--- src/rtl/vga_timing_gen_if.sv ---
// ----------------------------------------------------------------------------
// vga_timing_gen_if
//   Bundles the two links of the VGA raster generator:
//     - mapper link : DrawX/DrawY out to the combinational colour mapper,
//                     Red/Green/Blue back from it.
//     - DAC link    : VGA_CLK, syncs, blank and registered colour to the pins,
//                     plus the pixel_en / frame_start strobes for the system.
//   master : the timing generator (drives coordinates and DAC pins).
//   slave  : the mapper/DAC side (drives colour, observes everything else).
// ----------------------------------------------------------------------------
interface vga_timing_gen_if;
  logic [7:0] Red;
  logic [7:0] Green;
  logic [7:0] Blue;
  logic [9:0] DrawX;
  logic [9:0] DrawY;
  logic       pixel_en;
  logic       frame_start;
  logic       VGA_CLK;
  logic       VGA_HS;
  logic       VGA_VS;
  logic       VGA_BLANK_N;
  logic       VGA_SYNC_N;
  logic [7:0] VGA_R;
  logic [7:0] VGA_G;
  logic [7:0] VGA_B;

  modport master (
    input  Red, Green, Blue,
    output DrawX, DrawY, pixel_en, frame_start, VGA_CLK,
           VGA_HS, VGA_VS, VGA_BLANK_N, VGA_SYNC_N, VGA_R, VGA_G, VGA_B
  );

  modport slave (
    output Red, Green, Blue,
    input  DrawX, DrawY, pixel_en, frame_start, VGA_CLK,
           VGA_HS, VGA_VS, VGA_BLANK_N, VGA_SYNC_N, VGA_R, VGA_G, VGA_B
  );
endinterface

--- src/rtl/vga_timing_gen.sv ---
// ----------------------------------------------------------------------------
// vga_timing_gen
//   640x480@60 raster timing generator. Divides the 50 MHz Clk by two into a
//   pixel strobe, runs the horizontal/vertical counters, and registers colour,
//   syncs and blank together so the DAC sees them aligned on the same pixel.
//
//   Ports:
//     Clk    - 50 MHz system clock, all state on the rising edge
//     Reset  - asynchronous, active-high
//     vga    - vga_timing_gen_if.master (mapper link + DAC pins)
//
//   The totals H_* and V_* must each sum to at most 1024 so the 10-bit
//   counters can hold them.
// ----------------------------------------------------------------------------
module vga_timing_gen #(
  parameter int H_VISIBLE = 640,
  parameter int H_FP      = 16,
  parameter int H_SYNC    = 96,
  parameter int H_BP      = 48,
  parameter int V_VISIBLE = 480,
  parameter int V_FP      = 10,
  parameter int V_SYNC    = 2,
  parameter int V_BP      = 33
) (
  input  logic             Clk,
  input  logic             Reset,
  vga_timing_gen_if.master vga
);

  localparam int H_TOTAL      = H_VISIBLE + H_FP + H_SYNC + H_BP;
  localparam int V_TOTAL      = V_VISIBLE + V_FP + V_SYNC + V_BP;
  localparam int H_SYNC_START = H_VISIBLE + H_FP;
  localparam int H_SYNC_END   = H_SYNC_START + H_SYNC;
  localparam int V_SYNC_START = V_VISIBLE + V_FP;
  localparam int V_SYNC_END   = V_SYNC_START + V_SYNC;

  logic       p_q;
  logic [9:0] hc_q, hc_d;
  logic [9:0] vc_q, vc_d;
  logic       hs_q, vs_q, blank_n_q, frame_start_q;
  logic [7:0] r_q, g_q, b_q;

  logic       h_wrap, v_wrap;
  logic       visible, hs_active, vs_active;

  // NOTE: every signal written here gets a value on every path, so no latch
  // is inferred; defaults come first, overrides after.
  always_comb begin
    h_wrap    = (hc_q == 10'(H_TOTAL - 1));
    v_wrap    = (vc_q == 10'(V_TOTAL - 1));
    hc_d      = h_wrap ? 10'd0 : hc_q + 10'd1;
    vc_d      = vc_q;
    if (h_wrap) begin
      vc_d = v_wrap ? 10'd0 : vc_q + 10'd1;
    end
    // Output stage looks at the pre-increment counters.
    visible   = (hc_q < 10'(H_VISIBLE)) && (vc_q < 10'(V_VISIBLE));
    hs_active = (hc_q >= 10'(H_SYNC_START)) && (hc_q < 10'(H_SYNC_END));
    vs_active = (vc_q >= 10'(V_SYNC_START)) && (vc_q < 10'(V_SYNC_END));
  end

  // NOTE: sequential state uses non-blocking assignments so every register
  // samples the pre-edge values, independent of statement order.
  always_ff @(posedge Clk or posedge Reset) begin
    if (Reset) begin
      p_q           <= 1'b0;
      hc_q          <= '0;
      vc_q          <= '0;
      hs_q          <= 1'b1;
      vs_q          <= 1'b1;
      blank_n_q     <= 1'b0;
      r_q           <= '0;
      g_q           <= '0;
      b_q           <= '0;
      frame_start_q <= 1'b0;
    end else begin
      p_q           <= ~p_q;
      frame_start_q <= 1'b0;
      if (p_q) begin
        hc_q      <= hc_d;
        vc_q      <= vc_d;
        // Pulse only when the counters wrap into (0,0); reset alone does not.
        if (h_wrap && v_wrap) begin
          frame_start_q <= 1'b1;
        end
        blank_n_q <= visible;
        hs_q      <= ~hs_active;
        vs_q      <= ~vs_active;
        r_q       <= visible ? vga.Red   : 8'd0;
        g_q       <= visible ? vga.Green : 8'd0;
        b_q       <= visible ? vga.Blue  : 8'd0;
      end
    end
  end

  // VGA_CLK is the phase bit: it rises one Clk after the output registers
  // update, giving the DAC a full Clk of setup.
  assign vga.pixel_en    = p_q;
  assign vga.VGA_CLK     = p_q;
  assign vga.DrawX       = hc_q;
  assign vga.DrawY       = vc_q;
  assign vga.frame_start = frame_start_q;
  assign vga.VGA_HS      = hs_q;
  assign vga.VGA_VS      = vs_q;
  assign vga.VGA_BLANK_N = blank_n_q;
  assign vga.VGA_SYNC_N  = 1'b0;
  assign vga.VGA_R       = r_q;
  assign vga.VGA_G       = g_q;
  assign vga.VGA_B       = b_q;

endmodule

--- src/flat_wrapper.sv ---
// flat-port wrapper written by rule: the top's interface ports become plain ports
module vga_timing_gen_flat 
#(
  parameter int H_VISIBLE = 640,
  parameter int H_FP      = 16,
  parameter int H_SYNC    = 96,
  parameter int H_BP      = 48,
  parameter int V_VISIBLE = 480,
  parameter int V_FP      = 10,
  parameter int V_SYNC    = 2,
  parameter int V_BP      = 33
)
  (Clk, Reset, vga_Red, vga_Green, vga_Blue, vga_DrawX, vga_DrawY, vga_pixel_en, vga_frame_start, vga_VGA_CLK, vga_VGA_HS, vga_VGA_VS, vga_VGA_BLANK_N, vga_VGA_SYNC_N, vga_VGA_R, vga_VGA_G, vga_VGA_B);
  vga_timing_gen_if vga_i ();
  input  logic Clk;
  input  logic Reset;
  input wire logic [$bits(vga_i.Red)-1:0] vga_Red;
  input wire logic [$bits(vga_i.Green)-1:0] vga_Green;
  input wire logic [$bits(vga_i.Blue)-1:0] vga_Blue;
  output wire logic [$bits(vga_i.DrawX)-1:0] vga_DrawX;
  output wire logic [$bits(vga_i.DrawY)-1:0] vga_DrawY;
  output wire logic [$bits(vga_i.pixel_en)-1:0] vga_pixel_en;
  output wire logic [$bits(vga_i.frame_start)-1:0] vga_frame_start;
  output wire logic [$bits(vga_i.VGA_CLK)-1:0] vga_VGA_CLK;
  output wire logic [$bits(vga_i.VGA_HS)-1:0] vga_VGA_HS;
  output wire logic [$bits(vga_i.VGA_VS)-1:0] vga_VGA_VS;
  output wire logic [$bits(vga_i.VGA_BLANK_N)-1:0] vga_VGA_BLANK_N;
  output wire logic [$bits(vga_i.VGA_SYNC_N)-1:0] vga_VGA_SYNC_N;
  output wire logic [$bits(vga_i.VGA_R)-1:0] vga_VGA_R;
  output wire logic [$bits(vga_i.VGA_G)-1:0] vga_VGA_G;
  output wire logic [$bits(vga_i.VGA_B)-1:0] vga_VGA_B;
  assign vga_i.Red = vga_Red;
  assign vga_i.Green = vga_Green;
  assign vga_i.Blue = vga_Blue;
  assign vga_DrawX = vga_i.DrawX;
  assign vga_DrawY = vga_i.DrawY;
  assign vga_pixel_en = vga_i.pixel_en;
  assign vga_frame_start = vga_i.frame_start;
  assign vga_VGA_CLK = vga_i.VGA_CLK;
  assign vga_VGA_HS = vga_i.VGA_HS;
  assign vga_VGA_VS = vga_i.VGA_VS;
  assign vga_VGA_BLANK_N = vga_i.VGA_BLANK_N;
  assign vga_VGA_SYNC_N = vga_i.VGA_SYNC_N;
  assign vga_VGA_R = vga_i.VGA_R;
  assign vga_VGA_G = vga_i.VGA_G;
  assign vga_VGA_B = vga_i.VGA_B;
  vga_timing_gen #(.H_VISIBLE(H_VISIBLE), .H_FP(H_FP), .H_SYNC(H_SYNC), .H_BP(H_BP), .V_VISIBLE(V_VISIBLE), .V_FP(V_FP), .V_SYNC(V_SYNC), .V_BP(V_BP)) u_core (.Clk(Clk), .Reset(Reset), .vga(vga_i));
endmodule
--- config.mk ---
export PLATFORM = sky130hd
export DESIGN_NAME = vga_timing_gen_flat
export DESIGN_NICKNAME = d
export VERILOG_FILES = /design/src/rtl/vga_timing_gen_if.sv /design/src/rtl/vga_timing_gen.sv /design/src/flat_wrapper.sv
export SDC_FILE = /design/constraint.sdc
export NUM_CORES = 1
export LEC_CHECK = 0
export CAP_MARGIN = 20
export CORE_ASPECT_RATIO = 0.75
export CORE_MARGIN = 5
export CORE_UTILIZATION = 60
export CTS_CLUSTER_SIZE = 30
export DETAILED_ROUTE_END_ITERATION = 10
export DONT_BUFFER_PORTS = 1
export PLACE_DENSITY = 0.76
export SLEW_MARGIN = 20
export SYNTH_ARGS = -nofsm -noshare
export SYNTH_HDL_FRONTEND = slang
export SYNTH_SLANG_ARGS = --single-unit
--- constraint.sdc ---
create_clock -name Clk -period 5.7 [get_ports Clk]
set_input_delay 1.14 -clock Clk [delete_from_list [all_inputs] [get_ports Clk]]
set_output_delay 1.14 -clock Clk [all_outputs]
set_load 0.02 [all_outputs]
==> results.yml, run 1 <==
route:
  drc_errors: 0
  wl_um: 4360
  final_antenna_net_count: 0
  dr.first_iter.drc_count: 71
  vias: 1379
  wire_per_inst_um: 19.9
  viasPerCell: 6.30
  first_pass_iters: 4
clocking:
  max-clock-path-buffers: 2
  cts_tree: "yes"
  path_clk_slew_ps: 90
  cts_resized: 0
  cts.sinks: 49
  cts-hold-fix-buffers: 0
  htreeDepth: 2
  cts_buffers: 5
  clockRootBuffer: "clkbuf_8"
  cts_setup_buffers: 0
  worst_skew_pair.late_latency_ps: 300
synth:
  synth_top_family_by_area: "simple AND/OR/NAND/NOR gates"
  synth_xor_area_share_pct: 5.44
  synth.area.mux_share_pct: 0.478
  ys_seq_elements: 49
  synth_flop_cell: "dfrtp_1"
  synth_area_leaders: "dfrtp_1 56%, a22o_1 10%, xnor2_1 2.9%"
  yosys_warnings: 0
  synth_compound_area_share_pct: 14.0
  synth_seq_area_share_pct: 58.7
  synthTopCellsByCount: "47 x dfrtp_1, 24 x a22o_1, 13 x nor2_1, 11 x nand2_1"
  syn_nets: 210
  synthSimpleGateAreaFrac_pct: 15.1
  synth_cell_type_count: 40
  synthCells: 180
  syn_avg_cell_area_um2: 11.6
  yosysTopAreaCell: "dfrtp_1"
  synth_fa_ha_area_share_pct: 2.39
  syn_area_um2: 2090
  synth_top_area_share_pct: 56.2
  synth_edf_count: 0
  synthArstFlopShare_pct: 100
  synth_most_common_cell: "dfrtp_1"
pwr:
  power_density_nw_per_um2: 288
  p_leak_nw: 1.03
  vdd_drop_max_mv: 0.209
  total_power_uw: 637
worst_setup_path:
  path_cells: "nand3_2 -> nor4_2 -> nand2_1 -> o21ai_0"
  path_max_fanout: 14
  worst-endpoint-arrival_ps: 2720
  cp-end-kind: "flop"
  path_class: "flop to flop"
  critPathSlowestCell: "dfrtp_1"
  reg2reg_slack_ps: 3190
  r2r_end: "u_core.vga.DrawY[0]"
  crit_path_start_kind: "flop"
  crit_required_ps: 5910
  startpoint: "u_core.vga.VGA_CLK"
  rr_startpoint: "u_core.vga.VGA_CLK"
  r2r_cells: 4
  max_stage_delay_ps: 890
run_status:
  status: "completed"
place:
  gp_congestion: 0.794
  dp_hpwl_um: 3060
  io_buffer_count: 0
  post_dp_cell_area_um2: 2090
  pre_cts_slack_ps: 3230
min_path:
  hold_end: "u_core.vga.VGA_HS"
  hold_start: "u_core.vga.VGA_HS"
  hold_class: "flop to flop"
  min_path_cells: 2
final_layout:
  finalCoreUtilization_pct: 66.3
  fin_nets: 208
  drive_gt1_share_pct: 9.50
  area_delta_synth_final_pct: 5.62
  antenna_cells: 0
  fin_area_um2: 2210
global_route:
  grt_pass1_vias: 1366
  grt.overflow.total: 0
  grt_start_max_net_pins: 50
  antenna_found_initial: 0
  grt_pass1_wl_um: 6890
  grt_usage_pct: 18.8
timing:
  setup_viol: 0
  final.setup.worst_slack_ps: 3190
  finalCritPeriodShare_pct: 44.0
  fmax_mhz: 398
  fin_skew_ps: 9.98
  finalCriticalPeriod_ps: 2510
  slew_headroom_pct: 40.7
  fin_tns_setup_ps: 0
  hold_violations: 0
  rsz0062_at_grt: "no"
  worst_slew_pin_slew_ps: 889
  slew_viol_final: 0
floorplan:
  die_w_um: 78.2
  rows: 18
  start_util_pct: 62.8
  die_y_um: 61.2
  io_pins: 77
  core_um2: 3330
  dieArea_um2: 4780
flow_run:
  cap_viol_max_count: 0
area by class of cell:
class / instances / area [um2]
flip-flops and latches: 49 / 1230
fillers: 278 / 1120
multi-input cells: 114 / 786
clock buffers: 5 / 68.8
well taps: 40 / 50.0
clock inverters: 3 / 46.3
inverters: 8 / 31.3
worst max-delay path: cells and delay by family (launching register included):
family	cells	cell delay (ps)
AOI/OAI and AO/OA	1	220
DFF	1	890
and+or+nand+nor	3	1310
how the worst max path moves through the flow:
| stage | to | slack (ps) | cells past startpoint |
|---|---|---|---|
| 3_3_place_gp | u_core.vga.DrawY[4] | 3290 | 4 |
| 4_1_cts | u_core.vga.DrawY[0] | 3210 | 4 |
| 2_1_floorplan | u_core.vga.DrawX[0] | 3390 | 1 |
| 3_5_place_dp | u_core.vga.DrawY[0] | 3230 | 4 |
| 5_1_grt | u_core.vga.DrawY[0] | 2970 | 4 |
| 6_report | u_core.vga.DrawY[0] | 3190 | 4 |
placed cells by master, fill, tap and decap left out, types with 2 or more instances in the layout:
| master | Yosys | routed |
|---|---|---|
| a21oi_1 | 2 | 2 |
| a22o_1 | 24 | 24 |
| clkbuf_8 | 0 | 5 |
| dfrtp_1 | 47 | 47 |
| dfstp_2 | 2 | 2 |
| ha_1 | 4 | 4 |
| inv_1 | 7 | 6 |
| nand2_1 | 11 | 11 |
| nand2b_1 | 2 | 2 |
| nand3_1 | 6 | 6 |
| nand4_1 | 5 | 5 |
| nor2_1 | 13 | 13 |
| nor3_1 | 5 | 5 |
| nor4_1 | 2 | 2 |
| o211ai_1 | 2 | 2 |
| o21ai_0 | 7 | 7 |
| xnor2_1 | 7 | 7 |
| xor2_1 | 6 | 6 |
per-layer routing:
metal	track usage (%)	routed length [um]	part of all wire (%)
met3	7.75	405	9.3
met1	24.1	1860	43
met4	6.48	36	0.83
met2	29.5	2060	47
met5	0	0	0
report_power, final:
| part | internal [mW] | switching [mW] |
|---|---|---|
| clock | 0.131 | 0.117 |
| sequential | 0.356 | 0.0177 |
| combinational | 0.00593 | 0.00911 |
registers in the layout, indices dropped and copies added (netlist names):
name,cells
u_core.vga.DrawX,10
u_core.vga.DrawY,10
u_core.vga.VGA_B,8
u_core.vga.VGA_G,8
u_core.vga.VGA_R,8
u_core.vga.VGA_BLANK_N,1
u_core.vga.VGA_CLK,1
u_core.vga.VGA_HS,1
u_core.vga.VGA_VS,1
u_core.vga.frame_start,1
cells by family (layout without fill, tap and decap cells):
kind of cell,count (synthesis),count (layout)
xor+xnor,13,13
other cells,1,1
fa+ha+maj,4,4
simple gates,57,57
flops,49,49
compound gates,38,38
mux,1,1
buf+inv,17,16
metrics by stage:
stage | std cells | hold WS [ps]
6_report | 219 | 541
5_1_grt | 219 | 588
4_1_cts | 219 | 546
3_5_place_dp | 211 | 531
3_3_place_gp | 211 | 533
2_1_floorplan | 180 | 516
(Power assumes the default switching activity.)
==> run 2: changes to the inputs <==
==> constraint.sdc (replaced) <==
create_clock -name Clk -period 2.53 [get_ports Clk]
set_input_delay 0.506 -clock Clk [delete_from_list [all_inputs] [get_ports Clk]]
set_output_delay 0.506 -clock Clk [all_outputs]
set_load 0.02 [all_outputs]
==> results.yml, run 2 (synthesis gave the netlist of run 1 again) <==
floorplan:
  core_um2: 3330
  rows: 18
  die_y_um: 61.2
  start_util_pct: 62.8
  io_pins: 77
  die_w_um: 78.2
  dieArea_um2: 4780
min_path:
  hold_class: "input pin to async pin"
route:
  drc_errors: 0
  wire_per_inst_um: 19.4
  dr.first_iter.drc_count: 78
  vias: 1399
  viasPerCell: 6.30
  first_pass_iters: 5
  final_antenna_net_count: 0
  wl_um: 4310
worst_setup_path:
  worst-endpoint-arrival_ps: 2450
  crit_path_start_kind: "flop"
  cp-end-kind: "flop"
  path_class: "flop to flop"
  crit_required_ps: 2770
  path_max_fanout: 11
  rr_startpoint: "u_core.vga.DrawX[1]"
  reg2reg_slack_ps: 320
  r2r_end: "u_core.vga.DrawY[4]"
  r2r_cells: 5
timing:
  final.setup.worst_slack_ps: 316
  setup_viol: 0
  finalCriticalPeriod_ps: 2210
  rsz0062_at_grt: "no"
  timing.hold.ws_ps: 209
  fmax_mhz: 452
  fin_tns_setup_ps: 0
  hold_violations: 0
  slew_viol_final: 0
  slew_headroom_pct: 38.3
  worst_slew_pin_slew_ps: 925
  finalCritPeriodShare_pct: 87.5
  fin_skew_ps: 7.02
pwr:
  total_power_mw: 1.45
  p_leak_nw: 1.04
  power_density_nw_per_um2: 647
  vdd_drop_max_mv: 0.502
final_layout:
  drive_gt1_share_pct: 11.0
  antenna_cells: 0
  area_delta_synth_final_pct: 6.93
  layout_commonest_cell: "dfrtp_1"
  fin_nets: 211
  final_cell_mix: "47 x dfrtp_1, 24 x a22o_1, 13 x nor2_1"
  finalCoreUtilization_pct: 67.2
clocking:
  worst_skew_pair.late_latency_ps: 290
  htreeDepth: 2
  cts_setup_buffers: 0
  clockRootBuffer: "clkbuf_8"
  cts-hold-fix-buffers: 0
  cts_buffers: 5
  cts_tree: "yes"
  cts.sinks: 49
  max-clock-path-buffers: 2
  cts_resized: 0
  path_clk_slew_ps: 90
global_route:
  grt_usage_pct: 18.8
  grt.overflow.total: 0
  antenna_found_initial: 0
  grt_pass1_vias: 1392
  grt_start_max_net_pins: 50
  grt_pass1_wl_um: 6930
place:
  gp_congestion: 0.875
  io_buffer_count: 0
  dp_hpwl_um: 3120
  pre_cts_slack_ps: 343
run_status:
  status: "completed"
flow_run:
  cap_viol_max_count: 0
run 2: cell count changes in the layout (fill, tap and decap cells not counted), sizes merged:
| cell | delta |
|---|---|
| clkinv | -1 |
| buf | +3 |
| clkbuf | +1 |
run 2: worst max path at each step:
stage,from,to,slack [ps],cells after the start
4_1_cts,u_core.vga.DrawX[1],u_core.vga.DrawY[4],320,5
5_1_grt,u_core.vga.DrawX[1],u_core.vga.DrawY[4],170,5
2_1_floorplan,u_core.vga.DrawX[0],u_core.vga.DrawY[4],530,5
3_5_place_dp,u_core.vga.DrawX[1],u_core.vga.DrawY[4],340,5
6_report,u_core.vga.DrawX[1],u_core.vga.DrawY[4],320,5
3_3_place_gp,u_core.vga.DrawX[1],u_core.vga.DrawY[4],390,5
run 2: per-layer routing:
layer / GRT usage [%] / vias to the layer above / part of all wire [%]
met2: 29.1 / 53 / 47
met4: 6.23 / 0 / 0.88
met5: 0 / - / 0
met3: 7.02 / 7 / 8.2
li1: - / 641 / -
met1: 25.1 / 698 / 43
run 2: final cells by class:
cell class,count,area (um2)
repair buffers,3,22.5
flip-flops and latches,49,1230
fillers,264,1090
clock buffers,6,82.6
inverters,8,31.3
multi-input cells,114,786
well taps,40,50.0
clock inverters,2,37.5
run 2: per-stage QoR:
stage | instances | instance area [um2]
4_1_cts | 222 | 2240
3_5_place_dp | 214 | 2120
5_1_grt | 222 | 2240
2_1_floorplan | 180 | 2090
3_3_place_gp | 214 | 2120
6_report | 222 | 2240
run 2: report_power, final:
group          leakage (nW)  total, mW  internal, mW  switching [mW]
Sequential            0.602      0.842         0.802          0.0400
Combinational         0.383     0.0336        0.0134          0.0202
Clock                0.0574      0.572         0.321           0.250
run 2: critical path: stages, from the launching register on:
cell and delay (ps):
dfrtp_1 540, ha_1 260, nand2_1 130, or4_4 630
or4_1 520, nand2_1 70
==> run 3: changes to the inputs <==
--- a/config.mk
+++ b/config.mk
@@ -8,11 +8,11 @@
 export CAP_MARGIN = 20
 export CORE_ASPECT_RATIO = 0.75
 export CORE_MARGIN = 5
-export CORE_UTILIZATION = 60
+export CORE_UTILIZATION = 31
 export CTS_CLUSTER_SIZE = 30
 export DETAILED_ROUTE_END_ITERATION = 10
 export DONT_BUFFER_PORTS = 1
-export PLACE_DENSITY = 0.76
+export GPL_TIMING_DRIVEN = 0
 export SLEW_MARGIN = 20
 export SYNTH_ARGS = -nofsm -noshare
 export SYNTH_HDL_FRONTEND = slang
==> results.yml, run 3 (synthesis gave the netlist of run 1 again) <==
route:
  wire_per_inst_um: 17.9
  first_pass_iters: 4
  vias: 1418
  dr.first_iter.drc_count: 59
  final_antenna_net_count: 0
  drc_errors: 0
  wl_um: 4890
  viasPerCell: 5.19
place:
  post_dp_cell_area_um2: 2220
  gp_congestion: 0.778
  io_buffer_count: 0
  dp_hpwl_um: 3570
timing:
  timing.hold.ws_ps: 112
  fin_tns_setup_ps: 0
  worst_slew_pin_slew_ps: 572
  hold_violations: 0
  slew_viol_final: 0
  finalCriticalPeriod_ps: 2250
  finalCritPeriodShare_pct: 89.1
  setup_viol: 0
  fmax_mhz: 444
  slew_headroom_pct: 61.6
  fin_skew_ps: 4.76
  rsz0062_at_grt: "no"
clocking:
  cts_resized: 0
  max-clock-path-buffers: 2
  path_clk_slew_ps: 90
  htreeDepth: 2
  cts-hold-fix-buffers: 0
  cts_setup_buffers: 0
  clockRootBuffer: "clkbuf_8"
  worst_skew_pair.late_latency_ps: 290
  cts.sinks: 49
  cts_tree: "yes"
  cts_buffers: 5
global_route:
  grt_pass1_wl_um: 7850
  grt.overflow.total: 0
  grt_pass1_vias: 1460
  grt_start_max_net_pins: 28
  antenna_found_initial: 0
  grt_usage_pct: 11.6
worst_setup_path:
  cp-end-kind: "flop"
  path_max_fanout: 10
  reg2reg_slack_ps: 280
  rr_startpoint: "u_core.vga.DrawX[0]"
  crit_required_ps: 2730
  r2r_cells: 6
  path_class: "flop to flop"
  crit_path_start_kind: "flop"
  worst-endpoint-arrival_ps: 2460
  r2r_end: "u_core.vga.DrawY[3]"
final_layout:
  drive_gt1_share_pct: 10.1
  fillCellCount: 675
  fin_nets: 218
  area_delta_synth_final_pct: 10.7
  final_cell_mix: "47 x dfrtp_1, 24 x a22o_1, 13 x nor2_1"
  layout_commonest_cell: "dfrtp_1"
  antenna_cells: 0
  fin_area_um2: 2320
floorplan:
  core_um2: 6700
  die_y_um: 81.2
  die_w_um: 105
  io_pins: 77
  rows: 26
  start_util_pct: 31.2
  dieArea_um2: 8510
flow_run:
  cap_viol_max_count: 0
pwr:
  power_density_nw_per_um2: 584
  vdd_drop_max_mv: 0.213
  p_leak_nw: 1.05
min_path:
  hold_class: "input pin to async pin"
run_status:
  status: "completed"
## run 3: worst max-delay path by stage
stage / cells after the start / end / startpoint
final: 6 / u_core.vga.DrawY[3] / u_core.vga.DrawX[0]
after global routing: 6 / u_core.vga.DrawY[3] / u_core.vga.DrawX[0]
after CTS: 5 / u_core.vga.DrawY[0] / u_core.vga.DrawX[0]
after detailed placement: 5 / u_core.vga.DrawY[0] / u_core.vga.DrawX[0]
after global placement: 5 / u_core.vga.DrawY[9] / u_core.vga.DrawX[0]
after floorplan: 5 / u_core.vga.DrawY[4] / u_core.vga.DrawX[0]
## run 3: cell type report
cell class / instances / area [um2] / share of cell area, %
sequential: 49 / 1230 / 53.0
timing repair buffer: 1 / 20.0 / 0.864
clock buffer: 8 / 90.1 / 3.89
buffer: 9 / 48.8 / 2.11
inverter: 8 / 30.0 / 1.30
tap: 84 / 105 / 4.54
multi-input combinational: 114 / 795 / 34.3
## run 3: worst max-delay path, stage by stage (launching register included)
cell	delay, ps
dfrtp_1	570
ha_1	270
nand2_1	170
or4_4	580
buf_6	160
or3_1	330
o21ai_0	90
## run 3: routing by layer
| metal | vias to the layer above | global-route usage, % | part of all wire [%] |
|---|---|---|---|
| li1 | 654 | - | - |
| met1 | 704 | 16.2 | 47 |
| met2 | 58 | 17.1 | 44 |
| met3 | 2 | 4.37 | 9.1 |
| met4 | 0 | 2.81 | 0.31 |
| met5 | - | 0 | 0 |
## run 3: report_power, final
group / leakage [nW] / internal [mW] / switching, mW
combinational: 0.401 / 0.0175 / 0.0218
clock: 0.0455 / 0.224 / 0.250
sequential: 0.602 / 0.802 / 0.0394
total: 1.05 / 1.04 / 0.311
## run 3: metrics by stage
| stage | instances | power, mW | utilization [%] | worst slack [ps] |
|---|---|---|---|---|
| 2_1_floorplan | 180 | 0.882 | - | 528 |
| 3_3_place_gp | 264 | 0.893 | 32.8 | 146 |
| 3_5_place_dp | 265 | 0.898 | 33.1 | 166 |
| 4_1_cts | 273 | 1.38 | 34.4 | 132 |
| 5_1_grt | 273 | 1.42 | 34.6 | 160 |
| 6_report | 273 | 1.35 | 34.6 | 277 |
